==> src/rtl/div_ctrl.sv <==
// div_ctrl: issue/retire controller in front of the iterative divider.
// Accepts RV32M DIV/DIVU/REM/REMU requests, answers RISC-V special cases
// and repeated operand pairs locally, and otherwise runs one division on div.
//
// Handshake rules (both request and response channels):
//   a transfer happens on a rising edge where valid=1 and ready=1; a producer
//   holds valid and its payload stable until that edge; ready may depend on
//   state only (never combinationally on valid).
module div_ctrl #(
    parameter int WIDTH    = 32,
    parameter int TAG_W    = 5,
    parameter int CACHE_EN = 1
) (
    input  logic             clk,
    input  logic             rst,
    // request channel
    input  logic             req_valid,
    output logic             req_ready,
    input  logic [1:0]       req_op,
    input  logic [WIDTH-1:0] req_a,
    input  logic [WIDTH-1:0] req_b,
    input  logic [TAG_W-1:0] req_tag,
    // response channel
    output logic             resp_valid,
    input  logic             resp_ready,
    output logic [WIDTH-1:0] resp_data,
    output logic [TAG_W-1:0] resp_tag,
    // divider side
    output logic             div_enable,
    output logic             div_is_signed,
    output logic [WIDTH-1:0] div_src,
    output logic [WIDTH-1:0] div_sink,
    input  logic             div_completed,
    input  logic [WIDTH-1:0] div_quo,
    input  logic [WIDTH-1:0] div_res,
    // debug view of the controller state
    output logic [1:0]       state_dbg
);

    typedef enum logic [1:0] {
        S_IDLE  = 2'd0,
        S_ISSUE = 2'd1,
        S_WAIT  = 2'd2,
        S_RESP  = 2'd3
    } state_t;

    localparam bit              USE_CACHE = (CACHE_EN != 0);
    localparam logic [WIDTH-1:0] ALL_ONES = '1;
    localparam logic [WIDTH-1:0] MIN_NEG  = {1'b1, {(WIDTH-1){1'b0}}};

    state_t state;
    state_t state_next;

    // Latched request fields (operands also feed the divider directly)
    logic [WIDTH-1:0] src_q;
    logic [WIDTH-1:0] sink_q;
    logic             signed_q;
    logic             want_rem_q;

    // Last divider result and the operands that produced it
    logic             cache_valid;
    logic [WIDTH-1:0] cache_a;
    logic [WIDTH-1:0] cache_b;
    logic             cache_signed;
    logic [WIDTH-1:0] cache_quo;
    logic [WIDTH-1:0] cache_rem;

    // Request classification, evaluated on the incoming operands
    logic             accept;
    logic             req_signed;
    logic             div_by_zero;
    logic             overflow;
    logic             cache_hit;
    logic             resolve_local;
    logic [WIDTH-1:0] local_quo;
    logic [WIDTH-1:0] local_rem;
    logic [WIDTH-1:0] local_data;
    logic [WIDTH-1:0] done_data;

    assign accept      = (state == S_IDLE) && req_valid;
    assign req_signed  = ~req_op[0];
    assign div_by_zero = (req_b == '0);
    assign overflow    = req_signed && (req_a == MIN_NEG) && (req_b == ALL_ONES);
    assign cache_hit   = USE_CACHE && cache_valid && (cache_a == req_a) &&
                         (cache_b == req_b) && (cache_signed == req_signed);
    assign resolve_local = div_by_zero || overflow || cache_hit;

    // Result for locally resolved requests; zero-divisor wins over overflow,
    // which wins over a cache hit
    always_comb begin
        local_quo = cache_quo;
        local_rem = cache_rem;
        if (div_by_zero) begin
            local_quo = ALL_ONES;
            local_rem = req_a;
        end else if (overflow) begin
            local_quo = MIN_NEG;
            local_rem = '0;
        end
    end

    assign local_data = req_op[1] ? local_rem : local_quo;
    assign done_data  = want_rem_q ? div_res : div_quo;

    // State register
    always_ff @(posedge clk or posedge rst) begin
        if (rst) begin
            state <= S_IDLE;
        end else begin
            state <= state_next;
        end
    end

    // Next-state logic; div_completed is only looked at once in WAIT
    always_comb begin
        state_next = state;
        case (state)
            S_IDLE: begin
                if (accept) begin
                    state_next = resolve_local ? S_RESP : S_ISSUE;
                end
            end
            S_ISSUE: begin
                state_next = S_WAIT;
            end
            S_WAIT: begin
                if (div_completed) begin
                    state_next = S_RESP;
                end
            end
            S_RESP: begin
                if (resp_ready) begin
                    state_next = S_IDLE;
                end
            end
            default: begin
                state_next = S_IDLE;
            end
        endcase
    end

    // Handshake and divider strobes are pure functions of the state
    assign req_ready     = (state == S_IDLE);
    assign resp_valid    = (state == S_RESP);
    assign div_enable    = (state == S_ISSUE);
    assign div_is_signed = signed_q;
    assign div_src       = src_q;
    assign div_sink      = sink_q;
    assign state_dbg     = state;

    // Request latches and response register; operands only change on accept,
    // so div_src/div_sink stay put for the whole division
    always_ff @(posedge clk or posedge rst) begin
        if (rst) begin
            src_q      <= '0;
            sink_q     <= '0;
            signed_q   <= 1'b0;
            want_rem_q <= 1'b0;
            resp_tag   <= '0;
            resp_data  <= '0;
        end else if (accept) begin
            src_q      <= req_a;
            sink_q     <= req_b;
            signed_q   <= req_signed;
            want_rem_q <= req_op[1];
            resp_tag   <= req_tag;
            if (resolve_local) begin
                resp_data <= local_data;
            end
        end else if ((state == S_WAIT) && div_completed) begin
            resp_data <= done_data;
        end
    end

    // Result cache: loaded only by a real division, never by special cases
    always_ff @(posedge clk or posedge rst) begin
        if (rst) begin
            cache_valid  <= 1'b0;
            cache_a      <= '0;
            cache_b      <= '0;
            cache_signed <= 1'b0;
            cache_quo    <= '0;
            cache_rem    <= '0;
        end else if (USE_CACHE && (state == S_WAIT) && div_completed) begin
            cache_valid  <= 1'b1;
            cache_a      <= src_q;
            cache_b      <= sink_q;
            cache_signed <= signed_q;
            cache_quo    <= div_quo;
            cache_rem    <= div_res;
        end
    end

endmodule
==> config.mk <==
export PLATFORM = sky130hd
export DESIGN_NAME = div_ctrl
export DESIGN_NICKNAME = d
export VERILOG_FILES = /design/src/rtl/div_ctrl.sv
export SDC_FILE = /design/constraint.sdc
export NUM_CORES = 1
export LEC_CHECK = 0
export BUFFER_PORTS_ARGS = -buffer_cell sky130_fd_sc_hd__buf_2
export CORE_MARGIN = 4
export CORE_UTILIZATION = 40
export DETAILED_ROUTE_END_ITERATION = 8
export HOLD_SLACK_MARGIN = 0.03
export SLEW_MARGIN = 30
export SYNTH_ARGS = -nofsm -noshare
export SYNTH_HDL_FRONTEND = slang
export SYNTH_SLANG_ARGS = --single-unit
==> constraint.sdc <==
create_clock -name clk -period 10.8 [get_ports clk]
set_clock_uncertainty 0.05 [all_clocks]
set_input_delay 2.16 -clock clk [delete_from_list [all_inputs] [get_ports clk]]
set_output_delay 2.16 -clock clk [all_outputs]
set_load 0.005 [all_outputs]
==> summary.txt, run 1 <==
Timing
  • Fin worst setup slack: 6130 ps
  • Least-Margin Pin Slew: 940 ps
  • Setup TNS: 0 ps
  • Final Cycle Share: 43.3%
  • FMAX: 0.214 GHz
  • Post-layout min period: 4670 ps
  • Final setup vio count: 0
  • RSZ-0062 raised after global routing: no
  • Fin. Hold Viols: 0
  • Final Max Tran Viols: 0
  • Slew headroom: 37.3%

Drt
  • # DRC: 0
  • Via density: 5.16
  • Via count: 8820
  • ANT nets after route: 0
  • Routed WL: 35.1 mm
  • DRT iter0 DRCs: 529
  • Wire per inst: 20.5 microns
  • DR pass1 iterations: 5

Finish
  • Final #Nets: 1455
  • Fin area: 0.0140 sq mm
  • Sequential Area: 0.00588 sq mm
  • Footprint of the multi-input gates: 0.00508 sq mm
  • Share of cells above drive strength 1: 37.7%
  • Synthesis-to-finish area growth: 21.7%
  • Fill count: 2615
  • Layout Cells excl Fill: 1709

Synth
  • Cells after Synth: 1085
  • Main combinational cell family by area after synthesis: multiplexers
  • Yosys reg bits: 235
  • Sequential share of the synthesized area: 51.3%
  • Synth top area cells: dfrtp_1, mux2_2, nand2_1
  • Synthesized Nets: 1229
  • Cell area after synthesis: 0.0115 sq mm
  • Synth Area in Compound Gates: 10.4%
  • Xor/xnor share of the synthesized area: 4.05%
  • Post-synth EDFFs: 0
  • Yosys top cell by area: dfrtp_1
  • Ys async rst share: 100%
  • Syn avg cell area: 10.6 sq um
  • Yosys top cell area share: 51.3%
  • Yosys cell types: 38
  • Post-synthesis simple-gate area fraction: 13.3%
  • Mux cell area share after synthesis: 15.8%
  • Ys Warns: 0
  • Synth Flop Type: dfrtp_1
  • Most numerous cell in the Yosys netlist: nand2_1
  • Post-synth top cells: nand2_1, dfrtp_1, mux2_2
  • Synth Area in Adders: 0.436%

Place
  • Placed cell count: 1659
  • Post-place instance area: 0.0130 sq mm
  • Gpl congestion: 0.836
  • Detail Placement HPWL: 24.6 mm
  • Port Buf Inserts: 246
  • DP Worst Slack: 5240 ps

Clocking
  • Htree depth: 1
  • Num CTS Buffers: 27
  • CTS max path bufs: 3
  • Post-CTS Setup Bufs: 0
  • Post_cts resized: 0
  • Worst skew pair latency: 530 ps
  • Root Driver: clkbuf_16
  • Hold Buf Count CTS: 0
  • Clock Pin Slew Worst Setup and Hold Paths: 60 ps
  • CTS tree: done
  • CTS Sinks: 235

Worst setup path
  • Critical path launch point type: input port
  • Worst Reg2Reg Path Length in Cells: 9
  • CP Data Required Time: 11210 ps
  • Worst-path maximum fanout: 35
  • Critical Path AT: 5080 ps
  • Critical Path End Type: flop
  • Crit Path Class: input port to flop

Global route
  • Number of global-route vias before repair: 9035
  • Gr usage total: 22.1%
  • Initial antenna violation count: 3
  • Pin count of the biggest net entering global routing: 114
  • Total global routing overflow: 0
  • First-pass GRT wire length: 53.6 mm

Job
  • Max Cap Viol: 0

Floorplanning
  • Num ports: 247
  • Initial core utilization: 40.9%
  • Die span in y: 177 microns
  • Core area: 0.0280 sq mm
  • Die Area: 0.0314 sq mm
  • Die width: 177 microns
  • Row count: 61

Min path
  • Hold Crit Class: flop to flop
  • Hold path depth: 2

Status
  • Run status: completed

Pwr
  • Peak ir drop on the vdd network: 107 uV
  • Pwr Density: 281 mW/mm^2
  • Leakage: 6.62 nW
worst max-delay path: stages:
cell,delay (ps)
buf_2,120
nor4_1,360
nand4_1,260
nor2_4,150
buf_4,390
o21bai_4,200
buf_4,430
a2bb2oi_4,230
nand2_4,520
a2bb2oi_1,200
layout make-up:
cell class                 count  share of cell area [%]
inverter                      75                    2.07
clock buffer                  38                    5.43
timing repair buffer         256                    9.56
multi-input combinational    716                    36.4
sequential                   235                    42.2
antenna                        1                  0.0179
tap                          378                    3.39
clock inverter                10                   0.942
state kept, by name (all words and copies together), names as in the netlist, 2 cells and up:
signal	cells
cache_quo	32
cache_rem	32
cache_a	32
state_dbg	2
cache_b	32
div_src	32
resp_tag	5
div_sink	32
resp_data	32
final timing paths:
path / end / from / slack, ps
min: resp_tag[0] / resp_tag[0] / 420
min in group asynchronous: cache_quo[23] / rst / 1710
max reg2reg: resp_data[29] / state_dbg[1] / 7770
min reg2reg: resp_tag[0] / resp_tag[0] / 420
max: resp_data[29] / req_b[24] / 6130
max in group asynchronous: cache_b[10] / rst / 7650
power breakdown:
| part | leakage (nW) | switching, mW | total [mW] | internal [mW] |
|---|---|---|---|---|
| clock network | 0.436 | 0.367 | 0.925 | 0.558 |
| logic | 3.34 | 0.661 | 1.38 | 0.718 |
| registers | 2.84 | 0.307 | 1.61 | 1.30 |
| total | 6.62 | 1.33 | 3.92 | 2.58 |
per-layer routing:
layer / vias to the layer above / track usage [%] / share of wire (%)
met1: 4357 / 30.4 / 44
met4: 4 / 5.61 / 2.8
li1: 4139 / - / -
met5: - / 0 / 0.071
met2: 259 / 36.1 / 47
met3: 61 / 4.43 / 6.1
metrics by stage:
step	total power [mW]	hold WS, ps	utilization, %
after floorplan	2.48	384	-
after global placement	2.98	405	46.5
after detailed placement	3.02	412	46.5
after CTS	3.96	426	49.7
after global routing	4.18	454	49.8
final	3.92	423	49.8
cells in the final DEF (no fill, tap or decap), drive strengths merged, types with 6 or more instances in the layout:
cell type	instances
buf	256
a2bb2oi	33
nand2b	8
mux2	161
xnor2	48
inv	75
clkinv	6
nand4	19
nor4	20
clkbuf	38
nand2	273
o211ai	32
nor2b	8
dfrtp	235
o21ai	73
kinds of logic after synthesis:
family,Yosys count
AND/OR/NAND/NOR,349
flip-flops,235
multiplexers,161
AO/OA/AOI/OAI,149
buffers and inverters,134
XOR/XNOR,53
adder cells (fa/ha/maj),4
Power figures use the tool's default switching activity.
==> run 2: changes to the inputs <==
Clock period 10.8 ns to 4.5 ns, I/O delays scaled along.
==> summary.txt, run 2 (synthesis gave the netlist of run 1 again) <==
Status
  • Run status: completed

Floorplanning
  • Row count: 61
  • Num ports: 247
  • Initial core utilization: 40.9%
  • Die span in y: 177 microns
  • Core area: 0.0280 sq mm
  • Die width: 177 microns
  • Die Area: 0.0314 sq mm

Worst setup path
  • FF-to-FF End: resp_data[29]
  • Crit Path Class: input port to flop
  • Worst path max stage delay: 570 ps
  • Critical Path AT: 3490 ps
  • Critical Path End Type: flop
  • Reg2reg start: state_dbg[1]
  • CP Cell Sequence: buf_2 -> or4_1 -> nor4_2 -> nand4_1 -> o21bai_4 -> buf_4 -> o211ai_1 -> o311ai_0 -> a2bb2oi_2
  • CP max-delay cell: or4_1
  • Worst-path maximum fanout: 25
  • Crit path from: req_a[4]
  • Worst reg2reg setup slack: 1740 ps
  • Worst Reg2Reg Path Length in Cells: 7
  • CP Data Required Time: 4850 ps
  • Critical path launch point type: input port

Timing
  • Slew headroom: 38.8%
  • FMAX: 0.319 GHz
  • Final Cycle Share: 69.6%
  • Post-layout min period: 3130 ps
  • RSZ-0062 raised after global routing: no
  • Final setup vio count: 0
  • Fin. Hold Viols: 0
  • Least-Margin Pin Slew: 918 ps
  • WHS: 242 ps
  • Final Max Tran Viols: 0
  • Setup TNS: 0 ps

Global route
  • Initial antenna violation count: 3
  • Number of global-route vias before repair: 9063
  • Gr usage total: 22.4%
  • Pin count of the biggest net entering global routing: 88
  • Total global routing overflow: 0
  • First-pass GRT wire length: 54.4 mm

Finish
  • Share of cells above drive strength 1: 38.0%
  • Diode count: 0
  • Utilization after layout: 49.9%
  • Synthesis-to-finish area growth: 22.0%
  • Final #Nets: 1458
  • Most frequent cells in the layout: nand2_1, buf_2, dfrtp_1, mux2_2, inv_1
  • Most common cell after layout, fill and taps aside: nand2_1

Clocking
  • Hold Buf Count CTS: 0
  • Post_cts resized: 0
  • CTS max path bufs: 3
  • Num CTS Buffers: 27
  • Worst skew pair latency: 530 ps
  • CTS Sinks: 235
  • Post-CTS Setup Bufs: 0
  • Htree depth: 1
  • Clock Pin Slew Worst Setup and Hold Paths: 60 ps
  • CTS tree: done
  • Root Driver: clkbuf_16

Drt
  • Met2 WL: 16.5 mm
  • Met3 WL: 2.31 mm
  • Met1 WL: 15.5 mm
  • # DRC: 0
  • Via density: 5.16
  • Routed WL: 35.2 mm
  • ANT nets after route: 0
  • Wire per inst: 20.6 microns
  • DR pass1 iterations: 5
  • Via count: 8829
  • Top sig layer: met5
  • DRT iter0 DRCs: 642

Pwr
  • Peak ir drop on the vdd network: 271 uV
  • Pwr Density: 670 mW/mm^2
  • Leakage: 6.62 nW

Place
  • Detail Placement HPWL: 24.7 mm
  • Gpl congestion: 0.804
  • Port Buf Inserts: 246

Job
  • Max Cap Viol: 0

Min path
  • Hold Crit Class: input port to async pin
## run 2: final cells by class
class                      count  area [sq um]
fill                        2629         14000
tap                          378           473
clock buffer                  36           759
clock inverter                13           128
timing repair buffer         259          1370
sequential                   235          5880
inverter                      75           285
multi-input combinational    716          5090
## run 2: worst max-delay path by stage
stage	endpoint	cells after the start
2_1_floorplan	cache_a[0]	1
3_3_place_gp	resp_data[31]	9
3_5_place_dp	resp_data[31]	9
4_1_cts	resp_data[29]	8
5_1_grt	resp_data[29]	8
6_report	resp_data[31]	9
## run 2: critical path: cells and delay by family
kind                   cells  cell delay, ps
buffers and inverters      2             570
AND/OR/NAND/NOR            3            1160
AO/OA/AOI/OAI              4             830
## run 2: routing by layer
metal | up-vias | global-route usage, %
li1 | 4138 | -
met1 | 4357 | 30.8
met2 | 269 | 36.2
met3 | 59 | 4.96
met4 | 6 | 5.90
met5 | - | 0
## run 2: metrics by stage
step	setup slack (ps)	power, mW	cells	cell area (sq um)
3_5_place_dp	853	7.26	1663	13100
2_1_floorplan	472	5.95	1085	11500
3_3_place_gp	875	7.16	1663	13100
4_1_cts	1420	9.48	1712	14000
6_report	1370	9.37	1712	14000
5_1_grt	1300	10.0	1712	14000
## run 2: power by group
group / switching [mW] / internal [mW]
sequential: 0.705 / 3.13
combinational: 1.60 / 1.74
clock: 0.900 / 1.30
total: 3.21 / 6.16
